===== config.mk =====
export PLATFORM = sky130hd
export DESIGN_NAME = w5500_spi_slave
export DESIGN_NICKNAME = d
export VERILOG_FILES = /design/src/rtl/w5500_spi_pkg.sv /design/src/rtl/spi_slv_sync.sv /design/src/rtl/w5500_spi_slave.sv
export SDC_FILE = /design/constraint.sdc
export NUM_CORES = 1
export LEC_CHECK = 0
export CORE_MARGIN = 1.5
export CORE_UTILIZATION = 49
export DETAILED_ROUTE_END_ITERATION = 8
export PLACE_DENSITY_LB_ADDON = 0.25
export RECOVER_POWER = 100
export SYNTH_ARGS = -nofsm -noshare
export SYNTH_HDL_FRONTEND = slang
export SYNTH_SLANG_ARGS = --single-unit

===== constraint.sdc =====
create_clock -name clk -period 2.7 [get_ports clk]
set_input_delay 0.675 -clock clk [delete_from_list [all_inputs] [get_ports clk]]
set_output_delay 0.675 -clock clk [all_outputs]
set_load 0.01 [all_outputs]

===== src/rtl/w5500_spi_pkg.sv =====
// w5500_spi_pkg: shared types and constants for the W5500-style SPI responder.
//   state_t    - frame decoder states
//   OM_*       - opcode-mode encodings of control byte bits [1:0]
//   RWB_WRITE  - value of control byte bit [2] that selects a write
//   ECHO_*     - phase bytes shifted out on MISO during the header when
//                W5500_PHASE_ECHO_EN is defined
//   om_len()   - data-byte count of a fixed-length opcode mode
package w5500_spi_pkg;

    typedef enum logic [2:0] {
        IDLE   = 3'd0,
        ADDR_H = 3'd1,
        ADDR_L = 3'd2,
        CTRL   = 3'd3,
        DATA   = 3'd4
    } state_t;

    localparam logic [1:0] OM_VDM  = 2'b00;
    localparam logic [1:0] OM_FDM1 = 2'b01;
    localparam logic [1:0] OM_FDM2 = 2'b10;
    localparam logic [1:0] OM_FDM4 = 2'b11;

    localparam logic RWB_WRITE = 1'b1;

    localparam logic [7:0] ECHO_ADDR_H = 8'h01;
    localparam logic [7:0] ECHO_ADDR_L = 8'h02;
    localparam logic [7:0] ECHO_CTRL   = 8'h03;

    // Number of data bytes in a fixed-length mode; variable mode returns 0
    // and is handled separately by the caller.
    function automatic logic [2:0] om_len(input logic [1:0] om);
        logic [2:0] len;
        case (om)
            OM_FDM1: len = 3'd1;
            OM_FDM2: len = 3'd2;
            OM_FDM4: len = 3'd4;
            default: len = 3'd0;
        endcase
        return len;
    endfunction

endpackage


===== src/rtl/spi_slv_sync.sv =====
// spi_slv_sync: input synchronizers for the SPI pins plus edge strobes.
//   clk, rstn          - system clock, async active-low reset
//   cs, sck, din       - raw SPI pins
//   din_s              - synchronized MOSI level
//   sck_rise, sck_fall - one-cycle pulses on synchronized sck edges
//   cs_rise, cs_fall   - one-cycle pulses on synchronized cs edges
// All three pins pass through the same number of stages so that an sck edge
// and a cs edge applied together are seen in the same clk cycle.
module spi_slv_sync #(
    parameter int SYNC_STAGES = 2
) (
    input  logic clk,
    input  logic rstn,
    input  logic cs,
    input  logic sck,
    input  logic din,
    output logic din_s,
    output logic sck_rise,
    output logic sck_fall,
    output logic cs_rise,
    output logic cs_fall
);

    logic [SYNC_STAGES-1:0] cs_q_r;
    logic [SYNC_STAGES-1:0] sck_q_r;
    logic [SYNC_STAGES-1:0] din_q_r;
    logic                   cs_prev_r;
    logic                   sck_prev_r;

    // Synchronizer chains plus one history flop per edge source; cs idles high
    always_ff @(posedge clk or negedge rstn) begin
        if (!rstn) begin
            cs_q_r     <= {SYNC_STAGES{1'b1}};
            sck_q_r    <= {SYNC_STAGES{1'b0}};
            din_q_r    <= {SYNC_STAGES{1'b0}};
            cs_prev_r  <= 1'b1;
            sck_prev_r <= 1'b0;
        end else begin
            cs_q_r     <= {cs_q_r[SYNC_STAGES-2:0], cs};
            sck_q_r    <= {sck_q_r[SYNC_STAGES-2:0], sck};
            din_q_r    <= {din_q_r[SYNC_STAGES-2:0], din};
            cs_prev_r  <= cs_q_r[SYNC_STAGES-1];
            sck_prev_r <= sck_q_r[SYNC_STAGES-1];
        end
    end

    assign din_s    = din_q_r[SYNC_STAGES-1];
    assign sck_rise = sck_q_r[SYNC_STAGES-1] & ~sck_prev_r;
    assign sck_fall = ~sck_q_r[SYNC_STAGES-1] & sck_prev_r;
    assign cs_rise  = cs_q_r[SYNC_STAGES-1] & ~cs_prev_r;
    assign cs_fall  = ~cs_q_r[SYNC_STAGES-1] & cs_prev_r;

endmodule


===== src/rtl/w5500_spi_slave.sv =====
// w5500_spi_slave: SPI mode-0 responder for W5500-style frames
// (16-bit address, control byte, data bytes) that turns each data byte into a
// single-cycle register-file write or read strobe with auto-increment.
//   clk, rstn              - system clock, async active-low reset
//   cs, sck, din           - SPI from the master (cs active-low, sck idles low)
//   dout                   - registered MISO, MSB first, 0 while cs is high
//   reg_addr, reg_bsb      - current byte address and block select
//   reg_wr, reg_wdata      - one-cycle write strobe and its data
//   reg_rd, reg_rdata      - one-cycle read request; reg_rdata is captured on
//                            the clk edge that ends the reg_rd cycle
//   frame_active           - high while a frame is open
//   frame_err              - one-cycle pulse when a frame is aborted
// Optional: define W5500_PHASE_ECHO_EN to shift 01/02/03 out during the header.
// ADDR_W must be at least 8.
module w5500_spi_slave
    import w5500_spi_pkg::*;
#(
    parameter int SYNC_STAGES = 2,
    parameter int ADDR_W      = 16,
    parameter int BSB_W       = 5
) (
    input  logic              clk,
    input  logic              rstn,
    input  logic              cs,
    input  logic              sck,
    input  logic              din,
    output logic              dout,
    output logic [ADDR_W-1:0] reg_addr,
    output logic [BSB_W-1:0]  reg_bsb,
    output logic              reg_wr,
    output logic [7:0]        reg_wdata,
    output logic              reg_rd,
    input  logic [7:0]        reg_rdata,
    output logic              frame_active,
    output logic              frame_err
);

    localparam logic [ADDR_W-1:0] ADDR_ONE = {{(ADDR_W-1){1'b0}}, 1'b1};

    logic din_s, sck_rise_s, sck_fall_s, cs_rise_s, cs_fall_s;

    state_t              state_r, state_nxt_s;
    logic [2:0]          bit_cnt_r, byte_cnt_r;
    logic [6:0]          rx_sr_r;
    logic [7:0]          tx_sr_r, rx_byte_s, wdata_r, echo_val_s;
    logic [ADDR_W-1:0]   addr_r;
    logic [BSB_W-1:0]    bsb_r;
    logic [1:0]          om_r;
    logic                rwb_r, dout_r, reg_wr_r, reg_rd_r, rd_pend_r;
    logic                frame_active_r, frame_err_r;
    logic                active_s, bit_s, fall_s, byte_done_s, start_s;
    logic                in_range_s, more_s, wr_fire_s, rd_first_s, rd_next_s;
    logic                ld_echo_s, err_s;

    spi_slv_sync #(.SYNC_STAGES(SYNC_STAGES)) u_sync (
        .clk      (clk),
        .rstn     (rstn),
        .cs       (cs),
        .sck      (sck),
        .din      (din),
        .din_s    (din_s),
        .sck_rise (sck_rise_s),
        .sck_fall (sck_fall_s),
        .cs_rise  (cs_rise_s),
        .cs_fall  (cs_fall_s)
    );

    // Byte as it will stand once the current rising-edge bit is shifted in
    assign rx_byte_s = {rx_sr_r, din_s};

    // State register
    always_ff @(posedge clk or negedge rstn) begin
        if (!rstn) begin
            state_r <= IDLE;
        end else begin
            state_r <= state_nxt_s;
        end
    end

    // Next-state: cs rise always returns to IDLE, otherwise advance per byte
    always_comb begin
        state_nxt_s = state_r;
        if (cs_rise_s) begin
            state_nxt_s = IDLE;
        end else begin
            case (state_r)
                IDLE:    state_nxt_s = cs_fall_s   ? ADDR_H : IDLE;
                ADDR_H:  state_nxt_s = byte_done_s ? ADDR_L : ADDR_H;
                ADDR_L:  state_nxt_s = byte_done_s ? CTRL   : ADDR_L;
                CTRL:    state_nxt_s = byte_done_s ? DATA   : CTRL;
                DATA:    state_nxt_s = DATA;
                default: state_nxt_s = IDLE;
            endcase
        end
    end

    // Output decode: per-cycle strobes; cs rise masks a coincident sck edge
    always_comb begin
        active_s    = (state_r != IDLE) && !cs_rise_s;
        bit_s       = active_s && sck_rise_s;
        fall_s      = active_s && sck_fall_s;
        byte_done_s = bit_s && (bit_cnt_r == 3'd7);
        start_s     = cs_fall_s && (state_r == IDLE);
        in_range_s  = (om_r == OM_VDM) || (byte_cnt_r < om_len(om_r));
        more_s      = (om_r == OM_VDM) || ((byte_cnt_r + 3'd1) < om_len(om_r));
        wr_fire_s   = 1'b0;
        rd_first_s  = 1'b0;
        rd_next_s   = 1'b0;
        ld_echo_s   = 1'b0;
        echo_val_s  = 8'h00;
        case (state_r)
            ADDR_H: begin
`ifdef W5500_PHASE_ECHO_EN
                ld_echo_s  = byte_done_s;
                echo_val_s = ECHO_ADDR_L;
`endif
            end
            ADDR_L: begin
`ifdef W5500_PHASE_ECHO_EN
                ld_echo_s  = byte_done_s;
                echo_val_s = ECHO_CTRL;
`endif
            end
            CTRL: begin
                rd_first_s = byte_done_s && (rx_byte_s[2] != RWB_WRITE);
            end
            DATA: begin
                if (byte_done_s && (rwb_r == RWB_WRITE)) begin
                    wr_fire_s = in_range_s;
                end else if (byte_done_s) begin
                    rd_next_s = more_s;
                end else begin
                    wr_fire_s = 1'b0;
                end
            end
            default: begin
                ld_echo_s = 1'b0;
            end
        endcase
        if (cs_rise_s && ((state_r == ADDR_H) || (state_r == ADDR_L) ||
                          (state_r == CTRL) || (bit_cnt_r != 3'd0))) begin
            err_s = 1'b1;
        end else begin
            err_s = 1'b0;
        end
    end

    // Datapath: shifters, address/control latches, strobes and MISO.
    // Later assignments deliberately override earlier ones (cs rise last).
    always_ff @(posedge clk or negedge rstn) begin
        if (!rstn) begin
            bit_cnt_r      <= 3'd0;
            byte_cnt_r     <= 3'd0;
            rx_sr_r        <= 7'd0;
            tx_sr_r        <= 8'h00;
            wdata_r        <= 8'h00;
            addr_r         <= {ADDR_W{1'b0}};
            bsb_r          <= {BSB_W{1'b0}};
            om_r           <= 2'b00;
            rwb_r          <= 1'b0;
            dout_r         <= 1'b0;
            reg_wr_r       <= 1'b0;
            reg_rd_r       <= 1'b0;
            rd_pend_r      <= 1'b0;
            frame_active_r <= 1'b0;
            frame_err_r    <= 1'b0;
        end else begin
            reg_wr_r       <= 1'b0;
            reg_rd_r       <= rd_pend_r;
            rd_pend_r      <= 1'b0;
            frame_err_r    <= err_s;
            frame_active_r <= (state_nxt_s != IDLE);
            if (start_s) begin
                bit_cnt_r  <= 3'd0;
                byte_cnt_r <= 3'd0;
`ifdef W5500_PHASE_ECHO_EN
                // No falling edge precedes the first bit, so present bit 7 now
                tx_sr_r    <= {ECHO_ADDR_H[6:0], 1'b0};
                dout_r     <= ECHO_ADDR_H[7];
`else
                tx_sr_r    <= 8'h00;
                dout_r     <= 1'b0;
`endif
            end
            if (bit_s) begin
                rx_sr_r   <= rx_byte_s[6:0];
                bit_cnt_r <= bit_cnt_r + 3'd1;
            end
            if (fall_s) begin
                dout_r  <= tx_sr_r[7];
                tx_sr_r <= {tx_sr_r[6:0], 1'b0};
            end
            if (byte_done_s && (state_r == ADDR_H)) begin
                addr_r <= ADDR_W'({rx_byte_s, 8'h00});
            end
            if (byte_done_s && (state_r == ADDR_L)) begin
                addr_r[7:0] <= rx_byte_s;
            end
            if (byte_done_s && (state_r == CTRL)) begin
                bsb_r      <= BSB_W'(rx_byte_s[7:3]);
                rwb_r      <= rx_byte_s[2];
                om_r       <= rx_byte_s[1:0];
                byte_cnt_r <= 3'd0;
            end
            if (byte_done_s && (state_r == DATA) && (byte_cnt_r < 3'd4)) begin
                byte_cnt_r <= byte_cnt_r + 3'd1;
            end
            if (wr_fire_s) begin
                reg_wr_r <= 1'b1;
                wdata_r  <= rx_byte_s;
            end
            // Write address advances the cycle after the strobe
            if (reg_wr_r) begin
                addr_r <= addr_r + ADDR_ONE;
            end
            // Read prefetch: bump address now, request one cycle later
            if (rd_next_s) begin
                addr_r    <= addr_r + ADDR_ONE;
                rd_pend_r <= 1'b1;
            end
            if (rd_first_s) begin
                reg_rd_r <= 1'b1;
            end
            if (reg_rd_r && (state_r == DATA)) begin
                tx_sr_r <= reg_rdata;
                dout_r  <= reg_rdata[7];
            end
            if (ld_echo_s) begin
                tx_sr_r <= echo_val_s;
                dout_r  <= echo_val_s[7];
            end
            if (cs_rise_s) begin
                bit_cnt_r <= 3'd0;
                tx_sr_r   <= 8'h00;
                dout_r    <= 1'b0;
            end
        end
    end

    assign dout         = dout_r;
    assign reg_addr     = addr_r;
    assign reg_bsb      = bsb_r;
    assign reg_wr       = reg_wr_r;
    assign reg_wdata    = wdata_r;
    assign reg_rd       = reg_rd_r;
    assign frame_active = frame_active_r;
    assign frame_err    = frame_err_r;

endmodule


=== After elaboration in Yosys (flattened, before gate mapping) ===
Cells that the tools add are included.

* Register bits: 70
* Latch bits: 0
* Bits in writable memories: 0
* Bits in read-only memories: 0
* Input bits: 13
* Output and inout bits: 34
* Word-level logic and storage cells: 109
* Memories kept: 0

* $add $sub $neg: 3
* $mul: 0
* Divide/modulo/power cells: 0
* Magnitude comparators: 3
* Equality and inequality tests: 8
* Shift operators: 0
* Mux-type cells: 34
* Bitwise gates (word level): 9
* Reductions and logical operators: 30

{| class="wikitable"
|+ Operators by type and width
! cell !! number
|-
| $mux W16 || 3
|-
| $mux W8 || 5
|-
| $mux W3 || 7
|-
| $reduce_bool A3 Y1 || 6
|-
| $add A16 B1 Y16 const B || 1
|-
| $mux W1 || 16
|-
| $pmux W3 S5 || 1
|-
| $logic_and A1 B1 Y1 || 14
|-
| $pmux W3 S3 || 1
|-
| $reduce_bool A4 Y1 || 2
|-
| $add A3 B1 Y3 const B || 2
|-
| $eq A3 B2 Y1 const B || 2
|-
| $eq A3 B3 Y1 const B || 2
|-
| $lt A3 B3 Y1 || 2
|-
| $logic_or A1 B1 Y1 || 5
|-
| $not A1 Y1 || 5
|-
| $and A1 B1 Y1 || 4
|-
| $eq A2 B2 Y1 const B || 2
|-
| $eq A3 B1 Y1 const B || 1
|-
| $logic_not A3 Y1 || 1
|-
| $lt A3 B3 Y1 const B || 1
|-
| $eq A2 B1 Y1 const B || 1
|-
| $logic_not A2 Y1 || 1
|-
| $mux W2 || 1
|-
| $logic_not A1 Y1 || 1
|}

=== Longest topological paths before layout ===
* Depth in word-level cells: 11
* Gate-level depth with buffers: 9
* Mapped depth without buffers: 8

=== By module ===
Synthesis repeated with hierarchy kept, for this count alone.

* Cells, all modules: 311
* Area, all modules: 3,387.0 um2

{| class="wikitable"
|+ By module, submodules not included
! module !! times used !! cells an instance !! area an instance (um2) !! seq. area each (um2)
|-
| w5500_spi_slave || 1 || 299 || 3,148.0 || 1,551.5
|-
| spi_slv_sync || 1 || 12 || 239.0 || 203.9
|}

=== Worst setup path after synthesis ===
No wires, ideal clock.

* Path type: register to register
* Start: register byte_cnt_r[0]
* End: register addr_r[14] (netlist: reg_addr[14])
* Setup time: 94 ps
* Data arrival time: 2,423 ps
* Required time: 2,606 ps
* Slack: 183 ps
* Cell stages (with the launch flop): 9
* Buffers on the path: 0
* Clock period less this slack: 2,517 ps
* Cells stage by stage: dfrtp_1 -> ha_1 -> xor2_1 -> ha_1 -> a21oi_1 -> nor2_1 -> o41ai_4 -> mux2_2 -> a211oi_1

* Cells in the longest elaborated chain, start to end: 7
* Elaborated cells between the ends (all ways): 8
* Those cells by class: add/sub: 1; order compare: 1; mux: 4; reduce/logical: 2

{| class="wikitable"
|+ RTL lines
! element !! RTL line !! RTL
|-
| start: declaration || w5500_spi_slave.sv:43 || <nowiki>logic [2:0] bit_cnt_r, byte_cnt_r;</nowiki>
|-
| start signal: assignment || w5500_spi_slave.sv:206 || <nowiki>byte_cnt_r <= byte_cnt_r + 3'd1;</nowiki>
|-
| $add A3 B1 Y3 (*) || w5500_spi_slave.sv:105 || <nowiki>more_s = (om_r == OM_VDM) || ((byte_cnt_r + 3'd1) < om_len(om_r));</nowiki>
|-
| $lt A3 B3 Y1 (*) || w5500_spi_slave.sv:105 ||
|-
| $logic_or A1 B1 Y1 (*) || w5500_spi_slave.sv:105 ||
|-
| $mux W1 (*) || w5500_spi_slave.sv:130 || <nowiki>end else if (byte_done_s) begin</nowiki>
|-
| $mux W1 (*) || w5500_spi_slave.sv:128 || <nowiki>if (byte_done_s && (rwb_r == RWB_WRITE)) begin</nowiki>
|-
| $mux W1 (*) || w5500_spi_slave.sv:111 || <nowiki>case (state_r)</nowiki>
|-
| $reduce_bool A3 Y1 (no source line) or $mux W16 (tied branches) || - ||
|-
| end signal: assignment || w5500_spi_slave.sv:157 || <nowiki>addr_r <= {ADDR_W{1'b0}};</nowiki>
|-
| end signal: assignment || w5500_spi_slave.sv:194 || <nowiki>addr_r <= ADDR_W'({rx_byte_s, 8'h00});</nowiki>
|-
| end signal: assignment || w5500_spi_slave.sv:214 || <nowiki>addr_r <= addr_r + ADDR_ONE;</nowiki>
|-
| end: declaration || w5500_spi_slave.sv:46 || <nowiki>logic [ADDR_W-1:0] addr_r;</nowiki>
|}

Every way passes the cells marked *; elsewhere a longest branch is shown, timed or not.
A chain may end at the register's enable or synchronous reset.

=== Final worst setup path ===
Same ends and word-level chain as after synthesis.

==> impl_metrics.env <==
export IMPL_grt_max_degree=30
export IMPL_layout_common_cells="67 x dfrtp_1, 47 x nand2_1, 37 x dlygate4sd3_1"
export IMPL_slew_limit_headroom_pct=10.81
export IMPL_max_stage_delay_ns=0.40
export IMPL_synth_top_family_by_area="simple AND/OR/NAND/NOR gates"
export IMPL_crit_chain="ha_1 > xor2_1 > ha_1 > a21oi_1 > nor2_1 > o41ai_4 > buf_6 > mux2_2 > a211oi_1"
export IMPL_cp_max_fo=16
export IMPL_rsz0062_at_grt="no"
export IMPL_tns_ns=0
export IMPL_drt_iter0_drc=238
export IMPL_synthSimpleGateAreaFrac_pct=18.65
export IMPL_synthMuxAreaShare_pct=6.859
export IMPL_grt_pass1_vias=2450
export IMPL_start_util_pct=50.22
export IMPL_syn_instance_count=316
export IMPL_die_w_um=85.99
export IMPL_crit_start="byte_cnt_r[0]"
export IMPL_final_core_util_pct=61.34
export IMPL_critPathBufInv=1
export IMPL_cp_endpoint="reg_addr[14]"
export IMPL_wl_per_cell_um=15.55
export IMPL_grt_pass1_wl_um=12090
export IMPL_grt_ovfl_total=0
export IMPL_status="finished, final reports clean"
export IMPL_worst_path_stages=9
export IMPL_htreeDepth=3
export IMPL_cts_buffer_depth=2
export IMPL_antenna_found_initial=0
export IMPL_dieHeight_um=85.99
export IMPL_core_mm2=0.006719
export IMPL_die_area_mm2=0.007393
export IMPL_synth_compound_area_share_pct=16.09
export IMPL_rrSetupSlack_ns=0.14
export IMPL_final_common_cell="dfrtp_1"
export IMPL_clk_pin_slew_ns=0.07
export IMPL_worst_hold_path_type="register to register"
export IMPL_worstSetupPathType="register to register"
export IMPL_critPathSlowestCell="dfrtp_1"
export IMPL_cpMostUsedCell="ha_1"
export IMPL_synth_seq_cells=70
export IMPL_synthFlopType="dfrtp_1"
export IMPL_cp_required_ns=2.96
export IMPL_pin_count=47
export IMPL_worst_pin_slew_ns=1.338
export IMPL_leakage_nw=1.891
export IMPL_drtPass1Iterations=4
export IMPL_async_flop_share_pct=100.0
export IMPL_drc=0
export IMPL_ys_seq_area_share_pct=52.02
export IMPL_nets=395
export IMPL_powerDensity_mw_per_mm2=508.6
export IMPL_synth_xor_area_share_pct=0.7786
export IMPL_hold_violations=0
export IMPL_cts_buffers=9
export IMPL_regToRegStartpoint="byte_cnt_r[0]"
export IMPL_synthAdderAreaFrac_pct=3.337
export IMPL_max_vdd_ir_drop_mv=0.3116
export IMPL_synth_area_mm2=0.003374
export IMPL_grt_usage_pct=20.96
export IMPL_rr_worst_depth=9
export IMPL_period_needed_ns=2.565
export IMPL_period_share_pct=95.00
export IMPL_finalPower_mw=2.096
export IMPL_crit_family="compound AO/OA/AOI/OAI gates"
export IMPL_synth_cell_types=49
export IMPL_vias_per_cell=5.786
export IMPL_worstSetupEndpointType="register"
export IMPL_fin_skew_ns=0.009589
export IMPL_setup_viol=0
export IMPL_crit_arrival_ns=2.82
export IMPL_fmax_ghz=0.3899
export IMPL_areaGrowthSynthToFinish_pct=22.14
export IMPL_avgSynthCellArea_um2=10.68
export IMPL_synth_edf_count=0
export IMPL_antenna_cells=0
export IMPL_drive_gt1_share_pct=13.49
export IMPL_synth_nets=338
export IMPL_max_cap_viol_count=0
export IMPL_clockRootBuffer="clkbuf_8"
export IMPL_clock_latency_ns=0.35
export IMPL_gp_congestion=0.8553
export IMPL_synth_warnings=0
export IMPL_cts_sinks=70
export IMPL_vias=2650
export IMPL_cp_start_kind="register"
export IMPL_ant_nets=0
export IMPL_finalMaxSlewViolations=0
export IMPL_numPortBuffers=46
export IMPL_r2r_end="reg_addr[14]"
export IMPL_routed_wl_um=7121
export IMPL_cts_tree="built"
export IMPL_place_hpwl_um=5097
export IMPL_fp_row_count=30
==> worst reg2reg max path: stages, from the launching register on <==
cell      delay, ns
dfrtp_1        0.40
ha_1           0.22
xor2_1         0.17
ha_1           0.31
a21oi_1        0.15
nor2_1         0.10
o41ai_4        0.33
buf_6          0.23
mux2_2         0.35
a211oi_1       0.22
==> cells in the mapped netlist (all sizes together), types with 9 or more instances <==
| library cell | number | share of area [%] |
|---|---|---|
| nand2b | 10 | 1.9 |
| nand3 | 11 | 1.6 |
| nand2 | 47 | 5.2 |
| mux2 | 17 | 5.7 |
| ha | 9 | 3.3 |
| nor2 | 12 | 1.4 |
| nor3 | 10 | 1.6 |
| o21ai | 15 | 2.2 |
| a21oi | 19 | 2.9 |
| dfrtp | 67 | 50 |
==> repair_timing <==
action,in CTS,in global routing
gates resized for setup,0,1
endpoints found under the setup margin,0,1
hold buffers,0,0
setup buffers,0,0
==> power breakdown <==
part / internal, mW / leakage [nW] / total, mW / switching (mW)
registers: 1.09 / 0.944 / 1.17 / 0.0810
clock network: 0.382 / 0.0913 / 0.790 / 0.409
logic: 0.0522 / 0.856 / 0.131 / 0.0788
total: 1.53 / 1.89 / 2.10 / 0.569
==> cell families (layout without fill, tap and decap cells) <==
group	count (synthesis)	count (layout)
and+or+nand+nor	121	121
AOI/OAI and AO/OA	74	74
DFF	70	70
muxes	21	21
buffers and inverters	18	80
adders and majority gates	9	9
xor gates and xnor gates	3	3
==> flip-flops by register name, indices dropped and copies added (netlist names), 3 cells and up <==
register and cells:
state_r 3, byte_cnt_r 3, rx_sr_r 7, reg_addr 16, reg_bsb 5, reg_wdata 8, bit_cnt_r 3, tx_sr_r 8
==> worst min-delay path by stage <==
stage          slack (ns)                 to         startpoint  cells past startpoint
4_1_cts              0.34            om_r[1]               rstn                      1
2_1_floorplan        0.33  u_sync.din_q_r[1]  u_sync.din_q_r[0]                      0
3_5_place_dp         0.33  u_sync.din_q_r[1]  u_sync.din_q_r[0]                      0
5_1_grt              0.37  u_sync.sck_q_r[1]  u_sync.sck_q_r[0]                      0
3_3_place_gp         0.33  u_sync.sck_q_r[1]  u_sync.sck_q_r[0]                      0
6_report             0.35  u_sync.din_q_r[1]  u_sync.din_q_r[0]                      0
==> layout make-up <==
type	instances	area [µm²]
Clock buffer	11	151.4
Clock inverter	5	33.78
Fill cell	553	2597
Inverter	8	30.03
Multi-Input combinational cell	228	1535
Sequential cell	70	1755
Tap cell	80	100.1
Timing Repair Buffer	56	515.5
==> metrics by stage <==
| stage | instances | cell area (µm²) | hold slack [ns] | setup WS, ns |
|---|---|---|---|---|
| after global routing | 458 | 4121 | 0.3681 | 0.01435 |
| after floorplan | 316 | 3374 | 0.3312 | 0.1831 |
| after CTS | 458 | 4156 | 0.3427 | 0.09179 |
| final | 458 | 4121 | 0.3515 | 0.1350 |
| after global placement | 442 | 3971 | 0.3327 | 0.1561 |
| after detailed placement | 442 | 3971 | 0.3347 | 0.07176 |
==> per-layer routing <==
metal / up-vias / wire length [µm] / part of all wire (%) / GRT usage, %
met5: - / 0 / 0 / 0
met4: 0 / 92 / 1.3 / 6.745
met3: 9 / 360 / 5.1 / 4.620
met2: 69 / 3154 / 44 / 30.57
met1: 1289 / 3514 / 49 / 31.19
li1: 1283 / - / - / -
Note: power is estimated with default switching activity, not from simulation.
==> edit 1: new RTL, same settings <==
`ADDR_W`: 16 -> 17.
--- a/src/rtl/w5500_spi_slave.sv
+++ b/src/rtl/w5500_spi_slave.sv
@@ -18,3 +18,3 @@
     parameter int SYNC_STAGES = 2,
-    parameter int ADDR_W      = 16,
+    parameter int ADDR_W      = 17,
     parameter int BSB_W       = 5
Ports: changed (resized reg_addr); port bits go from 47 to 48. No check against the original RTL was run, so the function may have changed too.
==> edit 1 against the original RTL <==
Setup slack better by 19 ps. Total power is 6.7% higher. Wire length is 8.0% higher. Die area is 1.7% higher. Via count is 2.7% higher. Synthesized area is 1.7% higher. Clock skew is 3.0 ps higher. Sequential cell count is 1 higher. Final area is 2.1% higher. Largest cell class unchanged. Largest power group unchanged.
==> edit 1: results (changes against the original RTL) <==
metric;value;unit;change
clock_buffers;10;;-1
num-nonclk-buffers;61;;+8.9%
largest_reg_flops;17;;+1
yosysSeqAreaShare;51.9;%;-0.16 points
wire_per_inst;16.3;um;+4.6%
syn-num-nets;334;;-1.2%
grt_pass1_wl;12800;um;+5.7%
status;finished, final reports clean;;
gp_congestion;0.877;;+2.5%
pwr-share-seq;55.0;%;-1.0 points
synth_cells;312;;-1.3%
ys_types;55;;+12%
grt_max_degree;34;;+13%
io_buffer_count;47;;+2.2%
clk_share;4.67;%;+0.18 points
wirelength;7690;um;+8.0%
synth_area_leaders;dfrtp_1 50%, mux2_2 6.6%, nand2_1 3.9%;;
comb-power;154;uW;+18%
drt-met1-wl;3570;um;+1.7%
synth_xor_xnor_area_share;0.765;%;-0.013 points
ff2ff_setup_slack;150;ps;+20 ps
cp_max_fo;15;;-1
vias_per_cell;5.75;;-0.54%
worstMarginPinSlew;1200;ps;-133 ps
met3_usage;5.43;%;+0.81 points
max-vdd-ir-drop;0.345;mV;+11%
wl_met3;415;um;+15%
grt_pass1_vias;2580;;+5.3%
num-multi-input-gates;223;;-2.2%
place_inst;458;;+3.6%
grtUsageTotal;22.1;%;+1.1 points
holdWs;351;ps;-0.461 ps
skew;12.6;ps;+2.99 ps
hold_start;u_sync.sck_q_r[0]$_DFF_PN0_;;
multi_input_area;1540;um2;+0.24%
gr-usage-met1;31.9;%;+0.73 points
final-nonclk-buf-share;13.0;%;+0.46 points
power.leakage;0.00195;uW;+2.9%
cellPowerDensity;531;nW/um2;+4.5%
drtIter0Drc;199;;-16%
placed_cell_area;4070;um2;+2.4%
wl_met2;3580;um;+14%
cts_root_buffer;clkbuf_8;;
rr_endpoint;reg_addr[12]$_DFFE_PN0P_;;
met2_usage;32.0;%;+1.5 points
critPathTopFamily;adder cells;;
yosys_warnings;0;;unchanged
synth_adder_area_share;3.28;%;-0.057 points
hpwl;5410;um;+6.1%
fillers;574;;+3.8%
clockBufferDepth;2;;unchanged
min_to;u_sync.sck_q_r[1]$_DFF_PN0_;;
-- edit 1: cell types whose count changed in the layout (fill, tap and decap cells not counted), moves of 4 or more --
cell	before	now
a21oi_1	18	12
nand2_1	47	36
nor2_1	12	16
nor4_1	1	5
o2bb2ai_1	8	0
-- edit 1: worst max-delay path by stage --
stage	startpoint	endpoint	slack (ps)
6_report	byte_cnt_r[0]$_DFFE_PN0P_	reg_addr[12]$_DFFE_PN0P_	150
5_1_grt	byte_cnt_r[0]$_DFFE_PN0P_	reg_addr[14]$_DFFE_PN0P_	40
4_1_cts	byte_cnt_r[0]$_DFFE_PN0P_	reg_addr[5]$_DFFE_PN0P_	190
3_5_place_dp	byte_cnt_r[0]$_DFFE_PN0P_	reg_addr[5]$_DFFE_PN0P_	200
3_3_place_gp	byte_cnt_r[0]$_DFFE_PN0P_	reg_addr[14]$_DFFE_PN0P_	270
2_1_floorplan	byte_cnt_r[0]$_DFFE_PN0P_	reg_addr[9]$_DFFE_PN0P_	330
==> edit 2: new RTL, same settings <==
Made on the original files. Reset style: synchronous (`rstn`), changed in 3 clocked blocks. Comments in the files are not updated.
--- a/src/rtl/spi_slv_sync.sv
+++ b/src/rtl/spi_slv_sync.sv
@@ -30,3 +30,3 @@
     // Synchronizer chains plus one history flop per edge source; cs idles high
-    always_ff @(posedge clk or negedge rstn) begin
+    always_ff @(posedge clk) begin
         if (!rstn) begin
--- a/src/rtl/w5500_spi_slave.sv
+++ b/src/rtl/w5500_spi_slave.sv
@@ -71,3 +71,3 @@
     // State register
-    always_ff @(posedge clk or negedge rstn) begin
+    always_ff @(posedge clk) begin
         if (!rstn) begin
@@ -149,3 +149,3 @@
     // Later assignments deliberately override earlier ones (cs rise last).
-    always_ff @(posedge clk or negedge rstn) begin
+    always_ff @(posedge clk) begin
         if (!rstn) begin
Function: differs if rstn is asserted again (counterexample within 4 cycles, from zero or initial values and one cycle with rstn low); with rstn held inactive, the same outputs for 10 cycles.
==> edit 2 against the original RTL <==
The run now ends with DRC left. Total power is 2.1% lower. Final area is 0.85% lower. Wire length is 8.7% higher. Fmax is 1.5% higher. Utilization is 1.9 points higher. Setup slack better by 37 ps. Sequential share of layout area is 8.3 points lower. Sequential cell count stayed put. Synthesized area is 1.1% lower. First-iteration DRC count is 7.1% higher. Critical path type unchanged. Critical endpoint is now reg_addr[15]$_SDFFE_PN0P_. Largest cell class is now multi-input combinational cells.
==> edit 2: results (changes against the original RTL) <==
metric;value;unit;change
gp_congestion;0.857;;+0.15%
grt_max_degree;25;;-17%
hold_start;u_sync.cs_q_r[0]$_SDFF_PN1_;;
drt-met1-wl;3600;um;+2.5%
holdWs;403;ps;+51.6 ps
wl_met2;3550;um;+12%
grt_pass1_wl;13100;um;+8.0%
wirelength;7740;um;+8.7%
hpwl;5260;um;+3.2%
ys_top_cells_by_count;70 x dfxtp_1, 48 x nor2_1, 39 x nand2_1;;
finalNetCount;437;;+11%
synth_compound_area_share;16.2;%;+0.075 points
ys_types;63;;+29%
crit_start;byte_cnt_r[0]$_SDFFE_PN0P_;;
syn-num-nets;386;;+14%
topRoutingLayerUsed;met4;;
synth_xor_xnor_area_share;1.05;%;+0.27 points
grt_pass1_vias;2720;;+11%
synth_cells;364;;+15%
min_to;u_sync.cs_q_r[1]$_SDFF_PN1_;;
hold_depth;1;;+1
p_clk;940;uW;+19%
internal-power;1590;uW;+4.0%
cp_max_fo;10;;-6
synthArstFlopShare;0;%;-100 points
max-vdd-ir-drop;0.311;mV;-0.10%
violations;DRC;;
reg2reg_depth;8;;-1
drtIter0Drc;255;;+7.1%
synthMuxAreaShare;8.44;%;+1.6 points
drive_above_1_share;8.57;%;-4.9 points
wire_per_inst;15.6;um;+0.19%
met3_usage;5.39;%;+0.77 points
yosysSeqAreaShare;42.0;%;-10 points
skew;9.69;ps;+0.0966 ps
grtUsageTotal;22.5;%;+1.5 points
placed_cell_area;3890;um2;-2.0%
status;finished with violations;;
power.leakage;0.00153;uW;-19%
p_sw;462;uW;-19%
min_period;2530;ps;-36.7 ps
critPathKind;flop to flop;;
synth_adder_area_share;3.38;%;+0.039 points
comb-power;65.5;uW;-50%
remaining_drc_errors;4;;+4
gr-usage-met1;30.1;%;-1.1 points
vias_per_cell;5.84;;+0.92%
fillers;555;;+0.36%
wl_met3;444;um;+23%
relSlewSlack;38.5;%;+28 points
place_ws;137;ps;+65.3 ps
antenna_found_initial;0;;unchanged
met2_usage;35.4;%;+4.8 points
synth_area_leaders;dfxtp_1 42%, mux2i_1 8.1%, nor2_1 5.4%;;
dr.pass1.iters;8;;+4
rr_endpoint;reg_addr[15]$_SDFFE_PN0P_;;
[edit 2: cell count changes in the layout (fill, tap and decap cells not counted), moves of 6 or more]
cell,delta
a221o_1,-6
o2bb2ai_1,-8
o21ai_0,-10
a211oi_1,+7
mux2_2,-16
nand2_1,-8
a311oi_1,+6
nor2_1,+36
dfrtp_1,-67
mux2i_1,+23
a21oi_1,-10
dfxtp_1,+70
[edit 2: critical path, stage by stage (launching register included)]
cell and delay (ps):
dfxtp_1 340, ha_1 220, xor2_1 140, ha_1 320, a21o_1 200, a211oi_4 370
a31oi_4 210, nor3_1 420, a311oi_1 150
[edit 2: final cells by class]
class / count / area (um2) / share of cell area, %
flip-flops and latches: 70 / 1400 / 34.3
well taps: 77 / 96.3 / 2.36
multi-input cells: 269 / 1820 / 44.6
inverters: 9 / 33.8 / 0.827
repair buffers: 56 / 510 / 12.5
clock inverters: 7 / 97.6 / 2.39
clock buffers: 9 / 124 / 3.03
